`config.mk`:
```
export PLATFORM = sky130hd
export DESIGN_NAME = cap_scan_controller
export DESIGN_NICKNAME = d
export VERILOG_FILES = /design/src/rtl/cap_scan_controller.sv
export SDC_FILE = /design/constraint.sdc
export NUM_CORES = 1
export LEC_CHECK = 0
export ABC_AREA = 1
export BUFFER_PORTS_ARGS = -buffer_cell sky130_fd_sc_hd__clkbuf_2
export CORE_MARGIN = 5
export CORE_UTILIZATION = 50
export DETAILED_ROUTE_END_ITERATION = 10
export PLACE_DENSITY = 0.76
export SLEW_MARGIN = 10
export SYNTH_ARGS = -nofsm -noshare
export SYNTH_HDL_FRONTEND = slang
export SYNTH_SLANG_ARGS = --single-unit
```
`constraint.sdc`:
```
create_clock -name clock -period 2.9 [get_ports clock]
set_input_delay 0.58 -clock clock [delete_from_list [all_inputs] [get_ports clock]]
set_output_delay 0.58 -clock clock [all_outputs]
set_load 0.01 [all_outputs]
```
`src/rtl/cap_scan_controller.sv`:
```
// Round-robin capacitive scan sequencer: clears, charges and senses each pad in turn,
// then thresholds the sensor count into touched. Define CAP_SCAN_DEBOUNCE_EN for two-scan debounce.
module cap_scan_controller #(
    parameter int unsigned NUM_PADS       = 9,
    parameter int unsigned PAD_SEL_W      = 4,
    parameter int unsigned CHARGE_CYCLES  = 500,
    parameter int unsigned MEASURE_CYCLES = 5000,
    parameter int unsigned THRESHOLD      = 200
) (
    input  logic                 clock,
    input  logic                 reset_n,
    input  logic                 enable,
    input  logic [31:0]          final_count,
    output logic [PAD_SEL_W-1:0] pad_sel,
    output logic [NUM_PADS-1:0]  charge_out,
    output logic                 sensor_start,
    output logic                 capacitor_charged,
    output logic [NUM_PADS-1:0]  touched,
    output logic [31:0]          last_count,
    output logic                 scan_done
);

    localparam int unsigned MAX_CYC = (CHARGE_CYCLES > MEASURE_CYCLES) ? CHARGE_CYCLES : MEASURE_CYCLES;
    localparam int unsigned TIMER_W = $clog2(MAX_CYC + 1);
    localparam logic [TIMER_W-1:0]   CHARGE_LAST = TIMER_W'(CHARGE_CYCLES - 1);
    localparam logic [TIMER_W-1:0]   SENSE_LAST  = TIMER_W'(MEASURE_CYCLES - 1);
    localparam logic [PAD_SEL_W-1:0] LAST_PAD    = PAD_SEL_W'(NUM_PADS - 1);
    localparam logic [31:0]          THRESH      = 32'(THRESHOLD);

    typedef enum logic [2:0] {IDLE, CLEAR, CHARGE, SENSE, LATCH, NEXT} state_t;

    state_t              state;
    logic [TIMER_W-1:0]  timer;
    logic                hit;
    logic [NUM_PADS-1:0] pad_onehot;
    logic [NUM_PADS-1:0] hit_vec;

    always_comb begin
        hit        = (final_count > THRESH);
        hit_vec    = {NUM_PADS{hit}};
        pad_onehot = '0;
        for (int unsigned p = 0; p < NUM_PADS; p++) begin
            if (pad_sel == PAD_SEL_W'(p)) pad_onehot[p] = 1'b1;
        end
    end

`ifdef CAP_SCAN_DEBOUNCE_EN
    logic [NUM_PADS-1:0] raw;
    logic [NUM_PADS-1:0] agree;

    // Only the selected pad may change, and only when this scan matches the previous raw sample.
    always_comb agree = ~(raw ^ hit_vec) & pad_onehot;
`endif

    // Outputs are registered, so each branch loads the values the next state presents.
    always_ff @(posedge clock or negedge reset_n) begin
        if (!reset_n) begin
            state             <= IDLE;
            timer             <= '0;
            pad_sel           <= '0;
            charge_out        <= '0;
            sensor_start      <= 1'b0;
            capacitor_charged <= 1'b0;
            touched           <= '0;
            last_count        <= '0;
            scan_done         <= 1'b0;
`ifdef CAP_SCAN_DEBOUNCE_EN
            raw               <= '0;
`endif
        end else begin
            scan_done <= 1'b0;
            case (state)
                IDLE: begin
                    pad_sel           <= '0;
                    charge_out        <= '0;
                    sensor_start      <= 1'b0;
                    capacitor_charged <= 1'b0;
                    timer             <= '0;
                    if (enable) state <= CLEAR;
                end
                CLEAR: begin
                    sensor_start <= 1'b1;
                    charge_out   <= pad_onehot;
                    timer        <= '0;
                    state        <= CHARGE;
                end
                CHARGE: begin
                    if (timer == CHARGE_LAST) begin
                        timer             <= '0;
                        charge_out        <= '0;
                        capacitor_charged <= 1'b1;
                        state             <= SENSE;
                    end else begin
                        timer <= timer + 1'b1;
                    end
                end
                SENSE: begin
                    if (timer == SENSE_LAST) begin
                        timer             <= '0;
                        capacitor_charged <= 1'b0;
                        state             <= LATCH;
                    end else begin
                        timer <= timer + 1'b1;
                    end
                end
                LATCH: begin
                    last_count <= final_count;
`ifdef CAP_SCAN_DEBOUNCE_EN
                    raw        <= (raw & ~pad_onehot) | (hit_vec & pad_onehot);
                    touched    <= (touched & ~agree) | (hit_vec & agree);
`else
                    touched    <= (touched & ~pad_onehot) | (hit_vec & pad_onehot);
`endif
                    scan_done  <= (pad_sel == LAST_PAD);
                    state      <= NEXT;
                end
                NEXT: begin
                    pad_sel      <= (pad_sel == LAST_PAD) ? '0 : pad_sel + 1'b1;
                    sensor_start <= 1'b0;
                    state        <= enable ? CLEAR : IDLE;
                end
                default: state <= IDLE;
            endcase
        end
    end

endmodule
```
=== After elaboration in Yosys (flattened, before gate mapping) ===
Index checks and enable logic that the tools add are counted.

* Input bits: 35
* Output and inout bits: 57
* Logic and storage cells: 72
* Register bits: 73

* Bitwise gates (word level): 4
* Multiplexer cells: 26
* Eq/ne operators: 18
* Reductions and logical operators: 12
* $add $sub $neg: 2
* $lt $le $gt $ge: 1

{| class="wikitable"
|+ Operators by type and width
! operator !! count
|-
| $pmux 13 s3 || 1
|-
| $gt 32x8->1 const B || 1
|-
| $pmux 9 s3 || 1
|-
| $mux 13 || 2
|-
| $and 9x9->9 || 2
|-
| $pmux 3 s6 || 1
|-
| $eq 4x3->1 const B || 4
|-
| $add 13x1->13 const B || 1
|-
| $eq 13x13->1 const B || 1
|-
| $eq 13x9->1 const B || 1
|-
| $mux 1 || 13
|-
| $mux 3 || 3
|-
| $mux 9 || 1
|-
| $not 9->9 || 1
|-
| $or 9x9->9 || 1
|-
| $reduce_bool 3->1 || 3
|-
| $eq 4x2->1 const B || 2
|-
| $pmux 4 s2 || 1
|-
| $eq 3x2->1 const B || 2
|-
| $eq 3x3->1 const B || 2
|-
| $ne 2x2->1 const B || 3
|-
| $reduce_and 3->1 || 2
|-
| $add 4x1->4 const B || 1
|-
| $eq 4x1->1 const B || 1
|-
| other kinds (10) || 12
|}

=== Logic depth before layout (Yosys ltp) ===
Gate-level depths: netlist of run 1.

* Word-level depth: 5
* Depth in mapped cells: 9
* Mapped depth without buffers: 9

=== Worst setup path before layout of run 1 ===
No wires, ideal clock.

* Path kind: flip-flop to flip-flop
* Start point: register timer[0]
* End point: register state[1]
* Buffers on the path: 1
* Setup slack: 1521 ps
* Data required time: 2782 ps
* Library setup time: 118 ps
* Stages on the path, launching flop included: 9
* Data arrival time: 1261 ps
* Path through: dfrtp_1 -> ha_1 -> nand2_1 -> nor2_2 -> nand3_2 -> nand2_4 -> nand2_4 -> buf_6 -> a21o_1

* Word-level cells in the longest chain between the ends: 3

{| class="wikitable"
|+ RTL lines
! element !! RTL line !! RTL
|-
| start: declaration || 33 || <nowiki>logic [TIMER_W-1:0] timer;</nowiki>
|-
| start signal: assignment || 94 || <nowiki>timer <= timer + 1'b1;</nowiki>
|-
| start signal: assignment || 103 || <nowiki>timer <= timer + 1'b1;</nowiki>
|-
| $eq 13x13->1 / $eq 13x9->1 (equally long branches) || 98, 88 ||
|-
| $ne 2x2->1 (no source line) || n/a ||
|-
| $reduce_and 3->1 (no source line) * || n/a ||
|-
| end signal: assignment || 120 || <nowiki>state <= enable ? CLEAR : IDLE;</nowiki>
|-
| end: declaration || 32 || <nowiki>state_t state;</nowiki>
|}

Mark *: on every way between the ends. The rest lies on a longest branch, timed or not.
A chain may end at the register's enable or synchronous reset.

==> run summary, run 1 <==
Post-CTS Hold Buffers - 0
Leak - 2.27 nW
Die ar. - 8920 sq um
Max-cap viol count - 0
Setup TNS - 0 ps
Vias in the first global route - 3037
Vias - 3115
F_max - 586 MHz
Core ar. - 6870 sq um
Post-route ant nets - 0
# resized after CTS - 0
Worst path slowest cell - dfrtp_1
Pint - 0.00137 W
Initial antenna violation count - 0
Final wirelength - 8320 microns
CP cell instances - nand2_1 -> inv_2 -> nand2_1 -> inv_1 -> nand2_1 -> nand2_1
Area Growth Syn to Fin - 20.2%
CP delay by family, top - flip-flops
Clk slew on worst S/H paths - 80 ps
Actual slew at the worst max-slew pin - 738 ps
Status - finished, final reports clean
Final hold viol count - 0
# setup viols final - 0
Max_slew headroom - 50.8%
Pins Over Slew Limit - 0
Seq pwr share - 56.5%
Worst Path Max Fanout - 26
Core Rows - 30
Worst Setup Start Kind - register
Yosys warnings - 0
DIE HEIGHT - 94.5 microns
RSZ-0062 raised after global routing - no
Fin crit period - 1710 ps
Postcts setup bufs - 0
Share of the synthesized area in the top cell type - 51.2%
Clk sinks - 73
Synth area leaders - dfrtp_1 51%, nand2_1 20%, inv_1 5.3%, nand3_1 4.5%, o21ai_0 3.2%
DR iter-0 viols - 167
Routed vias/inst - 4.78
H-tree depth - 3
Port Buffers - 91
Clock latency on the worst-skew pair - 350 ps
GRT Overall Usage - 19.9%
Final HPWL from detailed placement - 6460 microns
Ant. Diodes - 0
Pin count of the biggest net entering global routing - 43
Skew final - 10.2 ps
Share of layout cells above drive strength 1 - 24.3%
Cells after Synth - 456
Net count, final - 590
Syn_area_per_cell - 7.82 sq um
DRC - 0
Setup CP Type - reg2reg
Global-route wire length before repair - 14000 microns
DR pass1 iterations - 4
Chip width - 94.5 microns
Max Root-Sink Buffers - 2
Combinational share of power - 3.4%
Root buf cell - clkbuf_8
CP max stage delay - 580 ps
Reg2Reg Depth - 6
Worst hold path class - in2async
Seq cells post-synth - 73
CTS tree - built
Number of stages on the worst setup path - 6
Clock Power Share - 40.2%
Placer Congestion - 0.835
Pwr/cell area - 420 nW/um^2
Sw Share - 23.7%
Worst EP required - 3180 ps
Initial core utilization - 51.9%
CP Data Arrival Time - 1990 ps
Share of the yosys chip area belonging to registers - 51.2%
Netlist Area Pre-Place - 3570 sq um
Critical path endpoint category - register
Final period utilization - 58.9%
CTS buffer count - 9
Gr ovfl total - 0
Net Switching - 0.000426 W
I/O pin total - 92
VDD IR max - 0.000276 V
Fin util - 62.4%
Most frequent CP cell - nand2_1
Synth area leader - dfrtp_1
Crit path buffers/inverters - 2
Syn_nets - 496
Synth unique cells - 30
WL per Instance - 12.8 microns
[layer usage]
metal | GRT usage (%) | routed length (microns)
met2 | 32.6 | 3980
met5 | 0 | 0
met3 | 4.30 | 491
met4 | 6.37 | 145
met1 | 26.3 | 3710
[per-stage QoR]
stage	hold slack [ps]	cells	power, W	cell area (sq um)	worst slack (ps)
after floorplan	284	456	0.00105	3570	1520
after global placement	462	635	0.00110	4110	1240
after detailed placement	467	635	0.00110	4110	1180
after CTS	318	651	0.00182	4290	1170
after global routing	361	651	0.00188	4290	953
final	289	651	0.00180	4290	1190
[cells in the mapped netlist]
library cell and number:
or2_1 1, clkbuf_1 1, nand2_1 186, o21ai_0 23, nand2_4 3, nand2_2 4
dfrtp_1 73, buf_2 3, a21o_1 1, nand3_1 32, nor3b_1 1, inv_1 50
buf_6 1, nor2_4 1, buf_4 4, o21bai_1 1, xor2_1 6, o21ai_1 4
nand3_2 2, nand4_2 1, inv_2 7, ha_1 5, nor2_1 26, buf_1 1
nand4_1 2, nor3_1 6, nor3_2 3, nor2_2 5, xnor2_1 1, o22ai_1 2
[power by group through the flow]
stage / Combinational (W) / Sequential, W / Clock, W
6_report: 0.0000606 / 0.00102 / 0.000724
5_1_grt: 0.0000705 / 0.00102 / 0.000795
4_1_cts: 0.0000625 / 0.00102 / 0.000744
3_5_place_dp: 0.0000622 / 0.00104 / 0
3_3_place_gp: 0.0000616 / 0.00104 / 0
2_1_floorplan: 0.00000947 / 0.00104 / 0
[cells by family after synthesis]
group / share of synthesized area [%]
AOI/OAI and AO/OA: 4.56
xor gates and xnor gates: 1.72
adders and majority gates: 1.75
buffers and inverters: 7.79
DFF: 51.2
and+or+nand+nor: 33.0
[final timing paths]
kind                                      start              to  slack [ps]
worst max-delay path                   state[2]        register        1190
worst min-delay path                    reset_n   charge_out[2]         290
worst max register to register         state[2]        register        1190
worst min register to register   last_count[25]  last_count[25]         480
max in group asynchronous               reset_n  last_count[16]        1930
min in group clock              final_count[21]  last_count[21]         440
[placed cells by master (no fill, tap or decap)]
cell type,Yosys,final
or2_1,1,1
nor2_2,5,5
nand3_2,2,2
buf_2,3,1
o21bai_1,1,1
xor2_1,6,6
nand3_1,32,32
nand2_1,186,186
ha_1,5,5
nor3_1,6,6
clkinvlp_4,0,2
dfrtp_1,73,73
buf_4,4,1
nand2_2,4,4
o21ai_1,4,4
a21o_1,1,1
nor2_4,1,1
clkinv_2,0,2
nor3_2,3,3
buf_12,0,1
clkinv_4,0,1
nor2_1,26,26
inv_1,50,50
inv_6,0,1
nand4_1,2,2
nor3b_1,1,1
inv_2,7,7
o21ai_0,23,23
nand2_4,3,3
clkbuf_2,0,90
nand4_2,1,1
xnor2_1,1,1
o22ai_1,2,2
clkbuf_8,0,10
[cell type report]
class,count,area [sq um]
fill,615,2580
sequential,73,1830
multi-input combinational,316,1460
timing repair buffer,93,483
inverter,57,214
clock buffer,10,138
tap,96,120
clock inverter,6,42.5
Note: power is estimated with default switching activity, not from simulation.
==> run 2: changes to the inputs <==
==> constraint.sdc (replaced) <==
create_clock -name clock -period 1.6 [get_ports clock]
set_input_delay 0.32 -clock clock [delete_from_list [all_inputs] [get_ports clock]]
set_output_delay 0.32 -clock clock [all_outputs]
set_load 0.01 [all_outputs]
==> run summary, run 2 (synthesis gave the netlist of run 1 again) <==
GRT Overall Usage - 20.5% (+0.65 points)
FF-to-FF End - timer[8]
Setup TNS - 0 ps (unchanged)
Initial core utilization - 51.9% (unchanged)
Gr ovfl total - 0 (unchanged)
Root buf cell - clkbuf_8
Hold endpoint - last_count[29]
Core Rows - 30 (unchanged)
CTS buffer count - 9 (unchanged)
H-tree depth - 3 (unchanged)
RSZ-0062 raised after global routing - no
Max Root-Sink Buffers - 2 (unchanged)
Combinational share of power - 3.1% (-0.3 points)
Worst EP required - 1830 ps (-1350 ps)
WL per Instance - 13.3 microns (+4.4%)
CP max stage delay - 390 ps (-190 ps)
Worst hold path class - in2reg
Routed vias/inst - 4.89 (+2.3%)
Die ar. - 8920 sq um (unchanged)
Sw Share - 20.8% (-2.9 points)
Port Buffers - 91 (unchanged)
Actual slew at the worst max-slew pin - 375 ps (-363 ps)
CP Data Arrival Time - 1720 ps (-270 ps)
Clk slew on worst S/H paths - 80 ps (about the same)
Max_slew headroom - 75.0% (+24 points)
Pins Over Slew Limit - 0 (unchanged)
DR iter-0 viols - 178 (+6.6%)
Final wirelength - 8790 microns (+5.7%)
R2R Path Start - timer[1]
Initial antenna violation count - 0 (unchanged)
Seq pwr share - 49.9% (-6.6 points)
Worst R2R Setup Slack - 110 ps (-1080 ps)
Critical path endpoint category - register
Vias in the first global route - 3081 (+1.4%)
CTS tree - built
CP cell instances - ha_2 -> nand2_1 -> nor2_2 -> nand2_1 -> xor2_1 -> inv_1 -> nand2_1 -> o21ai_0
VDD IR max - 0.000439 V (+59%)
Setup CP Type - reg2reg
Vias - 3225 (+3.5%)
Most frequent CP cell - nand2_1
Max-cap viol count - 0 (unchanged)
Status - finished, final reports clean
Final HPWL from detailed placement - 6470 microns (+0.11%)
Pint - 0.00293 W (+110%)
DIE HEIGHT - 94.5 microns (unchanged)
Worst path slowest cell - dfrtp_1
F_max - 670 MHz (+14%)
Final period utilization - 93.3% (+34 points)
Pin count of the biggest net entering global routing - 55 (+28%)
Hold path depth - 3
Pwr/cell area - 836 nW/um^2 (+99%)
Chip width - 94.5 microns (unchanged)
Placer Congestion - 0.881 (+5.5%)
Share of layout cells above drive strength 1 - 25.2% (+0.90 points)
Most frequent cells in the layout - 186 x nand2_1, 90 x clkbuf_2, 73 x dfrtp_1
DRC - 0 (unchanged)
Post-route ant nets - 0 (unchanged)
Reg2Reg Depth - 8 (+2)
Most common cell after layout, fill and taps aside - nand2_1
Area Growth Syn to Fin - 24.0%
Net count, final - 598 (+1.4%)
Global-route wire length before repair - 14200 microns (+1.5%)
Worst Path Max Fanout - 4 (-85%)
Postcts setup bufs - 0 (unchanged)
Final hold viol count - 0 (unchanged)
Clock latency on the worst-skew pair - 360 ps (about the same)
Clock Power Share - 47.0% (+6.8 points)
Leak - 2.34 nW (+2.9%)
Worst hold path startpoint - final_count[29]
# setup viols final - 0 (unchanged)
Core ar. - 6870 sq um (unchanged)
Placed Instance Area - 4170 sq um (+1.6%)
I/O pin total - 92 (unchanged)
Net Switching - 0.000769 W (+80%)
Fillers - 619 (+0.65%)
Fin crit period - 1490 ps (-216 ps)
Final instance area - 4420 sq um (+3.2%)
Skew final - 10.6 ps (+0.431 ps)
Clk sinks - 73 (unchanged)
DR pass1 iterations - 4 (unchanged)
Worst Setup Start Kind - register
Ant. Diodes - 0 (unchanged)
run 2: cell types whose count changed in the layout (fill, tap and decap cells not counted), sizes merged:
cell / before / now
buf: 3 / 10
clkbuf: 100 / 101
inv: 58 / 57
clkinv: 3 / 2
clkinvlp: 2 / 0
bufinv: 0 / 3
dlygate4sd3: 0 / 1
run 2: power by group through the flow:
stage | clock [W] | combinational, W | sequential [W]
after detailed placement | 0 | 0.000115 | 0.00188
after CTS | 0.00175 | 0.000118 | 0.00184
after floorplan | 0 | 0.0000172 | 0.00188
final | 0.00174 | 0.000114 | 0.00184
after global placement | 0 | 0.000114 | 0.00188
after global routing | 0.00185 | 0.000132 | 0.00184
run 2: how the worst max path moves through the flow:
stage / cells after the start / endpoint / slack (ps) / start
6_report: 8 / timer[8] / 110 / timer[1]
4_1_cts: 8 / timer[8] / 40 / timer[0]
3_5_place_dp: 8 / timer[8] / 60 / timer[0]
5_1_grt: 8 / timer[8] / 20 / timer[0]
3_3_place_gp: 8 / timer[8] / 190 / timer[0]
2_1_floorplan: 8 / state[1] / 220 / timer[0]
run 2: stage by stage:
stage	hold slack (ps)	setup slack (ps)	instances	utilization, %	power (W)
floorplan	24.4	221	456	-	0.00190
global placement	349	194	642	60.7	0.00199
detailed placement	351	55.8	642	60.7	0.00200
CTS	169	35.3	659	64.3	0.00372
global route	151	21.0	659	64.4	0.00383
finish	168	108	659	64.4	0.00370
run 2: cell type report:
type                       count  area, sq um  area share (%)
clock inverter                 5          104            2.35
timing repair buffer         101          558            12.6
tap                           96          120            2.72
multi-input combinational    316         1470            33.2
clock buffer                  11          131            2.97
sequential                    73         1830            41.3
inverter                      57          214            4.84
run 2: layer usage:
metal	up-vias	wire [microns]	global-route usage (%)
met5	-	0	0
met4	0	167	8.89
met3	17	469	5.26
met2	88	4440	34.2
met1	1511	3710	25.1
li1	1609	-	-
run 2: worst max-delay path, delay by kind of cell (launching register included):
family | cells | cell delay [ps]
adder cells (fa/ha/maj) | 1 | 230
flip-flops | 1 | 390
AO/OA/AOI/OAI | 1 | 80
AND/OR/NAND/NOR | 4 | 450
buffers and inverters | 1 | 60
XOR/XNOR | 1 | 160
run 2: timing repair:
item,in CTS,in global routing
setup endpoints to repair,0,3
gates resized for setup,0,2
hold endpoints to repair,73,0
hold buffers,1,0
==> run 3: changes to the inputs <==
--- a/config.mk
+++ b/config.mk
@@ -5,12 +5,12 @@
 export SDC_FILE = /design/constraint.sdc
 export NUM_CORES = 1
 export LEC_CHECK = 0
-export ABC_AREA = 1
 export BUFFER_PORTS_ARGS = -buffer_cell sky130_fd_sc_hd__clkbuf_2
 export CORE_MARGIN = 5
 export CORE_UTILIZATION = 50
+export CTS_CLUSTER_SIZE = 30
 export DETAILED_ROUTE_END_ITERATION = 10
-export PLACE_DENSITY = 0.76
+export PLACE_DENSITY = 0.77
 export SLEW_MARGIN = 10
 export SYNTH_ARGS = -nofsm -noshare
 export SYNTH_HDL_FRONTEND = slang
==> run summary, run 3 <==
Seq pwr share - 52.9% (+3.0 points)
Hold endpoint - last_count[16]
Commonest cells post-synth - 122 x nand2_1, 73 x dfrtp_1, 21 x nor2_1
Final wirelength - 8230 microns (-6.4%)
Worst hold path startpoint - final_count[16]
Setup ws final - -138 ps (-246 ps)
Share of layout cells above drive strength 1 - 36.8% (+12 points)
Violated checks - negative setup slack
Vias in the first global route - 2944 (-4.4%)
Ys flop type - dfrtp_1
Initial antenna violation count - 0 (unchanged)
Worst Path Max Fanout - 8 (+4)
Gr ovfl total - 0 (unchanged)
Post-synth EDFFs - 0 (unchanged)
Share of the yosys chip area belonging to registers - 55.2% (+4.0 points)
Port Buffers - 91 (unchanged)
Pint - 0.00275 W (-6.0%)
Global-route wire length before repair - 13900 microns (-2.1%)
Core ar. - 6390 sq um (-7.0%)
VDD IR max - 0.000520 V (+18%)
Post-route ant nets - 0 (unchanged)
Syn_area_per_cell - 9.61 sq um (+23%)
Worst hold path class - in2reg
R2R Path Start - timer[1]
Final instance area - 4400 sq um (-0.40%)
Pins Over Slew Limit - 0 (unchanged)
Final period utilization - 109% (+15 points)
DIE HEIGHT - 91.3 microns (-3.3%)
GR Util met3 - 4.88% (-0.38 points)
CP Data Arrival Time - 1960 ps (+240 ps)
Setup TNS - -1630 ps (-1630 ps)
CTS buffer count - 9 (unchanged)
Final hold viol count - 0 (unchanged)
Core Rows - 29 (-3.3%)
Placer Congestion - 0.803 (-8.9%)
Yosys warnings - 0 (unchanged)
Max_slew headroom - 74.4% (-0.60 points)
Hold path depth - 3 (unchanged)
H-tree depth - 3 (unchanged)
Synth area leaders - dfrtp_1 55%, nand2_1 14%, a22o_1 4.0%, mux2_2 3.4%, nor2_1 2.4%
Clock Power Share - 44.1% (-2.9 points)
Clk sinks - 73 (unchanged)
Most common cell after layout, fill and taps aside - nand2_1
Root buf cell - clkbuf_8
Net count, final - 514 (-14%)
Syn_nets - 384 (-23%)
Clk slew on worst S/H paths - 80 ps (about the same)
Share of the synthesized area in the top cell type - 55.2% (+4.0 points)
Async SR Flop Fraction - 100% (unchanged)
Most frequent cells in the layout - 120 x nand2_1, 90 x clkbuf_2, 73 x dfrtp_1
Vias - 2973 (-7.8%)
# setup viols final - 22 (+22)
Max-cap viol count - 0 (unchanged)
Status - complete, but fails checks
Leak - 2.11 nW (-9.6%)
DRC - 0 (unchanged)
Synth area leader - dfrtp_1
Reg2Reg Depth - 6 (-2)
DR iter-0 viols - 155 (-13%)
DR pass1 iterations - 4 (unchanged)
Global routing usage on met2 - 33.4% (-0.87 points)
CTS tree - built
Worst R2R Setup Slack - -140 ps (-250 ps)
Max Root-Sink Buffers - 2 (unchanged)
Most congested layer reported by global routing - met2
Placed Instance Area - 4120 sq um (-1.3%)
Most frequent cell after synthesis - nand2_1
Sw Share - 21.1% (+0.33 points)
Actual slew at the worst max-slew pin - 384 ps (+9.04 ps)
Met1 usage in global routing - 25.6% (+0.49 points)
Clock latency on the worst-skew pair - 350 ps (about the same)
Seq cells post-synth - 73 (unchanged)
Initial core utilization - 51.8% (-0.15 points)
Area Growth Syn to Fin - 33.2%
I/O pin total - 92 (unchanged)
WL per Instance - 14.8 microns (+11%)
Worst EP required - 1830 ps (about the same)
Pin count of the biggest net entering global routing - 74 (+35%)
Netlist Area Pre-Place - 3310 sq um (-7.3%)
Combinational share of power - 3.0% (about the same)
Ant. Diodes - 0 (unchanged)
Critical path endpoint category - register
Chip width - 91.3 microns (-3.3%)
Cells after Synth - 344 (-25%)
Worst Setup Start Kind - register
F_max - 575 MHz (-14%)
Final HPWL from detailed placement - 5900 microns (-8.8%)
Fin crit period - 1740 ps (+246 ps)
Setup CP Type - reg2reg
Synth unique cells - 44 (+47%)
GRT Overall Usage - 20.5% (-0.053 points)
FF-to-FF End - timer[12]
Die ar. - 8340 sq um (-6.5%)
Skew final - 11.5 ps (+0.926 ps)
Pwr/cell area - 792 nW/um^2 (-5.2%)
RSZ-0062 raised after global routing - yes
Net Switching - 0.000737 W (-4.1%)
Routed vias/inst - 5.36 (+9.5%)
run 3: kinds of logic (layout without fill, tap and decap cells):
kind of cell	Yosys count	after routing	share of synthesized area, %
AND/OR/NAND/NOR	186	186	25.2
adder cells (fa/ha/maj)	5	5	1.89
AO/OA/AOI/OAI	44	45	10.2
XOR/XNOR	4	4	1.06
flip-flops	73	73	55.2
buffers and inverters	21	154	2.72
multiplexers	11	11	3.71
run 3: through the flow:
stage,worst slack (ps),cells,utilization (%),total power (W),hold slack [ps]
2_1_floorplan,-57.8,344,-,0.00189,24.4
3_3_place_gp,-173,536,64.5,0.00199,376
3_5_place_dp,-205,536,64.5,0.00199,382
4_1_cts,-135,554,68.3,0.00352,163
5_1_grt,-219,555,69.0,0.00362,169
6_report,-138,555,69.0,0.00349,174
run 3: area by class of cell:
class | count | area [sq um]
timing repair buffer | 131 | 783
multi-input combinational | 251 | 1460
inverter | 8 | 30.0
clock buffer | 9 | 124
sequential | 73 | 1830
fill | 513 | 1980
clock inverter | 6 | 83.8
tap | 77 | 96.3
run 3: worst max path at each step:
stage,slack (ps),start,endpoint,cells after the start
after floorplan,-60,timer[0],timer[12],6
after global placement,-170,final_count[1],register,6
after detailed placement,-200,timer[1],timer[2],7
after CTS,-130,timer[0],timer[12],6
after global routing,-220,timer[1],timer[12],6
final,-140,timer[1],timer[12],6
run 3: timing repair:
| action | CTS | global route |
|---|---|---|
| setup endpoints to repair | 27 | 32 |
| cloned | 1 | 0 |
| hold endpoints to repair | 6 | 0 |
| hold buffers | 1 | 0 |
| pin swaps | 4 | 5 |
| setup buffers | 1 | 1 |
| resized for setup | 3 | 9 |
run 3: power groups by stage:
stage	logic [W]	registers [W]	clock network [W]
2_1_floorplan	0.00000557	0.00188	0
3_3_place_gp	0.000106	0.00188	0
3_5_place_dp	0.000107	0.00188	0
4_1_cts	0.000109	0.00184	0.00156
5_1_grt	0.000120	0.00184	0.00166
6_report	0.000106	0.00184	0.00154
run 3: layer usage:
layer	routed length, microns	share of wire (%)
met5	0	0
met1	3440	42
met2	4160	51
met4	212	2.6
met3	413	5.0
run 3: worst max-delay path: stages (launching register included):
cell,delay [ps]
dfrtp_1,400
ha_4,160
nor4b_4,210
and4_4,290
o22ai_4,120
and3_1,180
a221o_1,250
